[config.mk]
export PLATFORM = sky130hd
export DESIGN_NAME = mult_share_ctrl_flat
export DESIGN_NICKNAME = d
export VERILOG_FILES = /design/src/rtl/mult_share_pkg.sv /design/src/rtl/mult_share_ctrl_if.sv /design/src/rtl/mult_share_ctrl_rr_pick.sv /design/src/rtl/mult_share_ctrl.sv /design/src/flat_wrapper.sv
export SDC_FILE = /design/constraint.sdc
export NUM_CORES = 1
export LEC_CHECK = 0
export BUFFER_PORTS_ARGS = -buffer_cell sky130_fd_sc_hd__buf_4
export CAP_MARGIN = 25
export CORE_ASPECT_RATIO = 0.75
export CORE_MARGIN = 5
export CORE_UTILIZATION = 40
export DETAILED_ROUTE_END_ITERATION = 12
export HOLD_SLACK_MARGIN = 0.05
export PLACE_DENSITY = 0.77
export SETUP_SLACK_MARGIN = 0.02
export SYNTH_ARGS = -nofsm -noshare
export SYNTH_HDL_FRONTEND = slang
export SYNTH_HIERARCHICAL = 1
export SYNTH_SLANG_ARGS = --single-unit
[constraint.sdc]
create_clock -name clk -period 3.05 [get_ports clk]
set_input_delay 0.305 -clock clk [delete_from_list [all_inputs] [get_ports clk]]
set_output_delay 0.305 -clock clk [all_outputs]
set_load 0.01 [all_outputs]
[src/rtl/mult_share_pkg.sv]
// Shared types and constants for the multiplier-sharing controller.
package mult_share_pkg;
  localparam int OP_W         = 16;
  localparam int PROD_W       = 32;
  localparam int N_REQ_DEF    = 4;
  localparam int MULT_LAT_DEF = 1;

  typedef enum logic [1:0] {IDLE, WAIT, RESP} state_t;
endpackage

[src/rtl/mult_share_ctrl_if.sv]
// Request, multiplier and response bus of mult_share_ctrl; slave = controller side.
interface mult_share_ctrl_if #(
  parameter int N_REQ = 4,
  parameter int ID_W  = 2
);
  import mult_share_pkg::*;

  logic [N_REQ-1:0]      req_valid;
  logic [N_REQ-1:0]      req_ready;
  logic [OP_W*N_REQ-1:0] req_a;
  logic [OP_W*N_REQ-1:0] req_b;
  logic [OP_W-1:0]       mul_a;
  logic [OP_W-1:0]       mul_b;
  logic [PROD_W-1:0]     mul_p;
  logic                  resp_valid;
  logic                  resp_ready;
  logic [ID_W-1:0]       resp_id;
  logic [PROD_W-1:0]     resp_data;

  modport master (
    output req_valid, req_a, req_b, mul_p, resp_ready,
    input  req_ready, mul_a, mul_b, resp_valid, resp_id, resp_data
  );

  modport slave (
    input  req_valid, req_a, req_b, mul_p, resp_ready,
    output req_ready, mul_a, mul_b, resp_valid, resp_id, resp_data
  );
endinterface

[src/rtl/mult_share_ctrl_rr_pick.sv]
// Combinational round-robin search: first valid requester at or after i_rr_ptr, wrapping.
module rr_pick #(
  parameter int N_REQ = 4,
  parameter int ID_W  = 2
) (
  input  logic [N_REQ-1:0] i_req_valid,
  input  logic [ID_W-1:0]  i_rr_ptr,
  output logic [N_REQ-1:0] o_grant,
  output logic [ID_W-1:0]  o_idx,
  output logic             o_any_valid
);
  logic            w_found;
  logic [ID_W-1:0] w_j;

  always_comb begin
    o_grant = '0;
    o_idx   = '0;
    w_found = 1'b0;
    w_j     = '0;
    for (int k = 0; k < N_REQ; k++) begin
      w_j = ID_W'((int'(i_rr_ptr) + k) % N_REQ);
      if (!w_found && i_req_valid[w_j]) begin
        w_found      = 1'b1;
        o_grant[w_j] = 1'b1;
        o_idx        = w_j;
      end
    end
  end

  assign o_any_valid = |i_req_valid;
endmodule

[src/rtl/mult_share_ctrl.sv]
// Shares one pipelined 16x16 multiplier among N_REQ requesters, one op in flight.
// Optional completed-op counter on op_count when MULT_SHARE_STATS_EN is defined.
//   state | meaning
//   IDLE  | granting the round-robin winner, operands captured on handshake
//   WAIT  | counting multiplier latency
//   RESP  | product held on the response channel until accepted
module mult_share_ctrl
  import mult_share_pkg::*;
#(
  parameter int N_REQ    = N_REQ_DEF,
  parameter int ID_W     = 2,
  parameter int MULT_LAT = MULT_LAT_DEF
) (
  input  logic                 clk,
  input  logic                 reset,
  mult_share_ctrl_if.slave     bus,
  output logic                 busy,
  output logic [15:0]          op_count
);
  localparam int CNT_W = $clog2(MULT_LAT + 1);

  state_t              r_state;
  logic [ID_W-1:0]     r_rr_ptr;
  logic [OP_W-1:0]     r_mul_a;
  logic [OP_W-1:0]     r_mul_b;
  logic [PROD_W-1:0]   r_resp_data;
  logic [ID_W-1:0]     r_resp_id;
  logic                r_resp_valid;
  logic [CNT_W-1:0]    r_cnt;

  logic [N_REQ-1:0]    w_grant;
  logic [ID_W-1:0]     w_idx;
  logic                w_any_valid;
  logic                w_done;

  rr_pick #(.N_REQ(N_REQ), .ID_W(ID_W)) u_rr_pick (
    .i_req_valid (bus.req_valid),
    .i_rr_ptr    (r_rr_ptr),
    .o_grant     (w_grant),
    .o_idx       (w_idx),
    .o_any_valid (w_any_valid)
  );

  assign w_done = (r_state == RESP) && bus.resp_ready;

  always_ff @(posedge clk or posedge reset) begin
    if (reset) begin
      r_state      <= IDLE;
      r_rr_ptr     <= '0;
      r_mul_a      <= '0;
      r_mul_b      <= '0;
      r_resp_data  <= '0;
      r_resp_id    <= '0;
      r_resp_valid <= 1'b0;
      r_cnt        <= '0;
    end else begin
      case (r_state)
        IDLE: begin
          if (w_any_valid) begin
            r_mul_a   <= bus.req_a[int'(w_idx)*OP_W +: OP_W];
            r_mul_b   <= bus.req_b[int'(w_idx)*OP_W +: OP_W];
            r_resp_id <= w_idx;
            r_cnt     <= '0;
            r_state   <= WAIT;
          end
        end
        WAIT: begin
          if (r_cnt == CNT_W'(MULT_LAT)) begin
            r_resp_data  <= bus.mul_p;
            r_resp_valid <= 1'b1;
            r_state      <= RESP;
          end else begin
            r_cnt <= r_cnt + CNT_W'(1);
          end
        end
        RESP: begin
          if (bus.resp_ready) begin
            r_resp_valid <= 1'b0;
            // Pointer moves past the served requester only once its result is taken.
            r_rr_ptr     <= (r_resp_id == ID_W'(N_REQ - 1)) ? '0 : r_resp_id + ID_W'(1);
            r_state      <= IDLE;
          end
        end
        default: r_state <= IDLE;
      endcase
    end
  end

`ifdef MULT_SHARE_STATS_EN
  logic [15:0] r_op_count;

  always_ff @(posedge clk or posedge reset) begin
    if (reset)       r_op_count <= '0;
    else if (w_done) r_op_count <= r_op_count + 16'd1;
  end

  assign op_count = r_op_count;
`else
  logic w_unused_done;
  assign w_unused_done = w_done;
  assign op_count      = '0;
`endif

  assign bus.req_ready  = (r_state == IDLE) ? w_grant : '0;
  assign bus.mul_a      = r_mul_a;
  assign bus.mul_b      = r_mul_b;
  assign bus.resp_valid = r_resp_valid;
  assign bus.resp_id    = r_resp_id;
  assign bus.resp_data  = r_resp_data;
  assign busy           = (r_state != IDLE);
endmodule

[src/flat_wrapper.sv]
// flat-port wrapper written by rule: the top's interface ports become plain ports
module mult_share_ctrl_flat import mult_share_pkg::*;
#(
  parameter int N_REQ    = N_REQ_DEF,
  parameter int ID_W     = 2,
  parameter int MULT_LAT = MULT_LAT_DEF
)
  (clk, reset, busy, op_count, bus_req_valid, bus_req_a, bus_req_b, bus_mul_p, bus_resp_ready, bus_req_ready, bus_mul_a, bus_mul_b, bus_resp_valid, bus_resp_id, bus_resp_data);
  mult_share_ctrl_if #(.N_REQ(N_REQ), .ID_W(ID_W)) bus_i ();
  input  logic clk;
  input  logic reset;
  output logic busy;
  output logic [15:0] op_count;
  input wire logic [$bits(bus_i.req_valid)-1:0] bus_req_valid;
  input wire logic [$bits(bus_i.req_a)-1:0] bus_req_a;
  input wire logic [$bits(bus_i.req_b)-1:0] bus_req_b;
  input wire logic [$bits(bus_i.mul_p)-1:0] bus_mul_p;
  input wire logic [$bits(bus_i.resp_ready)-1:0] bus_resp_ready;
  output wire logic [$bits(bus_i.req_ready)-1:0] bus_req_ready;
  output wire logic [$bits(bus_i.mul_a)-1:0] bus_mul_a;
  output wire logic [$bits(bus_i.mul_b)-1:0] bus_mul_b;
  output wire logic [$bits(bus_i.resp_valid)-1:0] bus_resp_valid;
  output wire logic [$bits(bus_i.resp_id)-1:0] bus_resp_id;
  output wire logic [$bits(bus_i.resp_data)-1:0] bus_resp_data;
  assign bus_i.req_valid = bus_req_valid;
  assign bus_i.req_a = bus_req_a;
  assign bus_i.req_b = bus_req_b;
  assign bus_i.mul_p = bus_mul_p;
  assign bus_i.resp_ready = bus_resp_ready;
  assign bus_req_ready = bus_i.req_ready;
  assign bus_mul_a = bus_i.mul_a;
  assign bus_mul_b = bus_i.mul_b;
  assign bus_resp_valid = bus_i.resp_valid;
  assign bus_resp_id = bus_i.resp_id;
  assign bus_resp_data = bus_i.resp_data;
  mult_share_ctrl #(.N_REQ(N_REQ), .ID_W(ID_W), .MULT_LAT(MULT_LAT)) u_core (.clk(clk), .reset(reset), .bus(bus_i), .busy(busy), .op_count(op_count));
endmodule
# Yosys cells after proc, flatten, opt, wreduce, memory -nomap -nowiden
# Cells that the tools add are included.
# Widths: inputs -> output; s select.
[word_totals] inputBits=167 register_bits=72 wordCells=92 out_inout_bits=88
[op_classes] addsub=5 n_bitwise=3 n_reduce_logical=21 muxes=39 order_cmp=8 n_eq_ne=6 shift=2
[ops] op="$shiftx 64x7->16" n=2
[ops] op="$mux 4" n=5
[ops] op="$mux 2" n=8
[ops] op="$mux 1" n=15
[ops] op="$lt 2x3->1 const B" n=4
[ops] op="$or 4x4->4" n=3
[ops] op="$bmux 1 s2" n=4
[ops] op="$demux 1 s2" n=4
[ops] op="$ge 2x1->1 const B" n=4
[ops] op="$reduce_and 2->1" n=4
[ops] op="$logic_and 1x1->1" n=7
[ops] op="$pmux 2 s3" n=1
[ops] op="$reduce_and 3->1" n=2
[ops] op="$reduce_bool 2->1" n=3
[ops] op="$add 2x1->2 const B" n=2
[ops] op="$add 2x2->2 const B" n=2
[ops] op="$eq 2x2->1 const B" n=2
[ops] op="$ne 2x2->1 const B" n=2
[ops] op="$pmux 1 s2" n=2
[ops] op="$reduce_or 4->1" n=1
[ops] op="$logic_not 1->1" n=3
[ops] op="$eq 2x1->1 const B" n=1
[ops] op="$logic_not 2->1" n=1
[ops] op="$ne 2x1->1 const B" n=1
[ops] op="$add 1x1->1 const B" n=1

# Depth between registers and ports, before layout
[depth] depth_word=13 mapped_depth=12 ltp_nobuf=9

# Cells and area by module
# The synthesis kept the hierarchy.
[by_module_without_submodules] module="mult_share_ctrl" cells_each=321 instances=1 area_per_inst_um2=3851.2
[by_module_without_submodules] module="rr_pick" cells_each=49 instances=1 area_per_inst_um2=411.6

# Least setup slack after synthesis
# OpenSTA, ideal clock, no wires.
[synth_timing] path_kind="register to register" from="reg u_core.r_rr_ptr[0]" to="reg u_core.r_mul_b[10], in the netlist u_core/bus.mul_b[10]" setup_slack_ps=28 arrival_time_ps=2955 required_ps=2983 stages_incl_launch_ff=12 setup_ps=67 path_cell_list="dfrtp_1 -> buf_2 -> inv_1 -> ha_1 -> mux4_2 -> nor4b_4 -> a22o_1 -> buf_2 -> buf_1 -> clkbuf_1 -> nand3_1 -> nand2_1"
[synth_via] elab_chain_cells=13 elab_cells_between_ends=25
[synth_rtl] item="from (decl)" line_no="mult_share_ctrl.sv:23" text="logic [ID_W-1:0] r_rr_ptr;"
[synth_rtl] item="from (signal assigned)" line_no="mult_share_ctrl.sv:80" text="r_rr_ptr <= (r_resp_id == ID_W'(N_REQ - 1)) ? '0 : r_resp_id + ID_W'(1);"
[synth_rtl] item="parallel branches: the longest is 11 deep, another holds $add 2x1->2"
[synth_rtl] item="$mux 2 (*)" line_no="mult_share_ctrl_rr_pick.sv:22" text="if (!w_found && i_req_valid[w_j]) begin"
[synth_rtl] item="via u_core.w_idx[1]" line_no="mult_share_ctrl.sv:32" text="logic [ID_W-1:0] w_idx;"
[synth_rtl] item="$shiftx 64x7->16 (*)" line_no="mult_share_ctrl.sv:61" text="r_mul_b <= bus.req_b[int'(w_idx)*OP_W +: OP_W];"
[synth_rtl] item="to (signal assigned)" line_no="mult_share_ctrl.sv:61"
[synth_rtl] item="to (decl)" line_no="mult_share_ctrl.sv:25" text="logic [OP_W-1:0] r_mul_b;"
# Mark *: on every way through the listed nets, which the timed path passes. The select of a mux whose other input is x is not followed.
# A chain may end at the register's enable or synchronous reset.

# Worst setup path after layout
[layout_timing] from="reg u_core.r_rr_ptr[0]" to="out bus_req_ready[3]"
[layout_via] elab_chain_cells=13 elab_cells_between_ends=48
[layout_rtl] item="parallel branches: the longest is 11 deep, another holds $lt 2x3->1"
[layout_rtl] item="$mux 4 (*)" line_no="mult_share_ctrl_rr_pick.sv:22"
[layout_rtl] item="via u_core.w_grant[3]" line_no="mult_share_ctrl.sv:31" text="logic [N_REQ-1:0] w_grant;"
[layout_rtl] item="$mux 4 (*)" line_no="mult_share_ctrl.sv:104" text="assign bus.req_ready = (r_state == IDLE) ? w_grant : '0;"
[layout_rtl] item="to (decl)" line_no="flat_wrapper.sv:19" text="output wire logic [$bits(bus_i.req_ready)-1:0] bus_req_ready;"
# Marks and branches as above.

==> flow_metrics.tcl <==
set metrics [dict create \
    synthFlopType "dfrtp_1" \
    power_density_mw_per_mm2 1154 \
    cts_buffer_depth 2 \
    syn_avg_cell_area_um2 11.52 \
    syn_to_final_growth_pct 52.71 \
    min_period_ns 2.834 \
    netlist-cell-type-count 38 \
    final_common_cell "buf_4" \
    switchingPower_uw 2974 \
    die_h_um 99.40 \
    crit_buf_inv 2 \
    endpoint_kind "output port" \
    ys_warn_count 6 \
    vias 3828 \
    arrival_ns 2.53 \
    cts_hold_buf 0 \
    start_util 0.4111 \
    synth_top_cell_by_area "dfrtp_1" \
    yosysSeqAreaShare 0.4227 \
    synth-edff-count 0 \
    slew_headroom 0.4728 \
    worst_slew_pin_slew_ns 0.7899 \
    r2r-start "u_core/r_rr_ptr[1]" \
    rsz0062_at_grt "false" \
    grtUsageTotal 0.1988 \
    grt_max_degree 43 \
    fin_nets 783 \
    crit_type "register to output port" \
    status "completed" \
    hold_viol_final 0 \
    dp_hpwl_um 10560 \
    cts_sinks 72 \
    reg2reg_depth 11 \
    portBuffers 238 \
    synth-seq-cells 72 \
    setup_viol 0 \
    drtIter0Drc 231 \
    grt_pass1_vias 4045 \
    rr_endpoint "u_core/bus.mul_a[14]" \
    synth_top_area_frac 0.4227 \
    fmaxAchievable_mhz 352.8 \
    grt-ovfl-total 0 \
    gp_congestion 0.7955 \
    coreArea_mm2 0.01037 \
    period_share 0.9293 \
    diodes 0 \
    place_area_mm2 0.006170 \
    comb_power_share 0.622 \
    p_seq_frac 0.239 \
    row_count 32 \
    peakVddDrop_uv 586.4 \
    path_delay_family "multiplexers" \
    syn_inst 370 \
    leakagePower_uw 0.003196 \
    reg2reg_slack_ns 0.22 \
    clockPowerShare 0.140 \
    dr.pass1.iters 4 \
    slowest_stage "mux4_2" \
    swShare 0.3957 \
    max_stage_delay_ns 0.68 \
    ant_nets 0 \
    h-tree-depth 3 \
    drv_slew 0 \
    clock-root-buffer "clkbuf_16" \
    synth_area_leaders "dfrtp_1, mux2_2, mux2i_1" \
    grt_pass1_wl_um 20360 \
    place_inst 732 \
    fin_cells 750 \
    vias_per_cell 5.104 \
    regArea_mm2 0.001803 \
    tns_ns 0 \
    maxCapViolCount 0 \
    cts-buffers-inserted 9 \
    multi_input_area_mm2 0.002237 \
    critPathMostFrequentCell "buf_4" \
    cp_cell_sequence "buf_4, mux4_2, nor4b_4, a22oi_1, o21ai_0, and2_1, buf_4" \
    grt_antenna_before_repair 0 \
    p_int_uw 4540 \
    wl_um 13400 \
    path_max_fanout 14 \
    finClkSkew_ns 0.004601 \
    hold_class "primary input to asynchronous set/reset pin" \
    syn_area_mm2 0.004263 \
    fillers 830 \
    final_cell_mix "buf_4, dfrtp_1, mux2_2, nand2_1, mux2i_1" \
    synth-async-reset-ratio 1.000 \
    clkTransAtPathRegs_ns 0.06 \
    cts_tree "built" \
    crit_path_start_kind "register" \
    clk_latency_ns 0.33 \
    fp.dieW_um 129.2 \
    dieArea_mm2 0.01284 \
    stdcell_area_mm2 0.006510 \
    routedWlPerCell_um 17.87 \
    cp_data_required_time_ns 2.74 \
    drive_gt1_frac 0.5782 \
    route.detailed.drc 0 \
    pin_count 255 \
]
==> how the worst max path moves through the flow <==
stage / endpoint / cells after the start / from / slack, ns
2_1_floorplan: u_core/bus.mul_b[10] / 11 / u_core/r_rr_ptr[0] / 0.03
3_3_place_gp: u_core/bus.mul_a[5] / 9 / u_core/r_rr_ptr[1] / 0.07
3_5_place_dp: u_core/bus.mul_a[4] / 9 / u_core/r_rr_ptr[1] / -0.13
4_1_cts: u_core/bus.mul_a[14] / 10 / u_core/r_rr_ptr[1] / 0.09
5_1_grt: bus_req_ready[3] / 7 / u_core/r_rr_ptr[0] / 0.05
6_report: bus_req_ready[3] / 7 / u_core/r_rr_ptr[0] / 0.22
==> power groups by stage <==
stage	Combinational, uW	Sequential, uW	Clock (uW)
final	4670	1800	1050
after global routing	5050	1860	1120
after CTS	4620	1800	1070
after detailed placement	4600	1800	0
after global placement	4450	1780	0
after floorplan	2780	1930	0
==> worst min-delay path: cells and delay by family <==
kind	cells	cell delay, ns
buffers and inverters	3	0.49
==> cells in the mapped netlist (all sizes together) (2+ instances only) <==
cell	count
ha	6
mux2	63
mux2i	35
dfrtp	72
nor2b	4
a22oi	23
inv	7
mux4	4
nand2	38
nor4b	2
o221ai	17
buf	38
nand3	16
o21ai	11
and2	4
clkbuf	3
nor2	12
==> flip-flops by register name, summed over array words and instances, names as in the netlist <==
signal                 cells
u_core/bus.resp_id         2
u_core/bus.mul_b          16
u_core/r_cnt               1
u_core/bus.mul_a          16
u_core/r_state             2
u_core/bus.resp_data      32
u_core/bus.resp_valid      1
u_core/r_rr_ptr            2
==> cell type report <==
cell class | count | area share
tap | 136 | 0.02614
multi-input combinational | 265 | 0.3436
clock buffer | 9 | 0.03460
inverter | 7 | 0.004228
timing repair buffer | 255 | 0.3037
sequential | 72 | 0.2770
clock inverter | 6 | 0.01076
==> per-stage QoR <==
step	utilization	power, uW	worst slack [ns]	hold slack, ns
after detailed placement	0.5950	6397	-0.1308	0.4117
after global routing	0.6278	8025	0.04755	0.07549
final	0.6278	7514	0.2155	0.04990
after floorplan	-	4714	0.02822	0.4122
after CTS	0.6243	7490	0.08935	0.05456
after global placement	0.5950	6227	0.07175	0.4142
==> logic make-up after synthesis <==
group | synth area share
compound gates | 0.1159
fa+ha+maj | 0.01761
buf+inv | 0.07132
flops | 0.4227
mux | 0.2697
other cells | 0.0008797
simple gates | 0.1018
==> routing by layer <==
metal	GRT usage	vias to the layer above	wire length [um]
li1	-	1812	-
met1	0.2192	1809	4685
met2	0.3499	191	6841
met3	0.08964	16	1722
met4	0.04923	0	150
met5	0	-	0
==> what timing repair did <==
action	in CTS	in global routing
hold endpoints to repair	0	0
endpoints found under the setup margin	17	29
gates resized for setup	1	1
pin swaps	0	2
cloned	0	0
setup buffers	0	3
(Power assumes the default switching activity.)
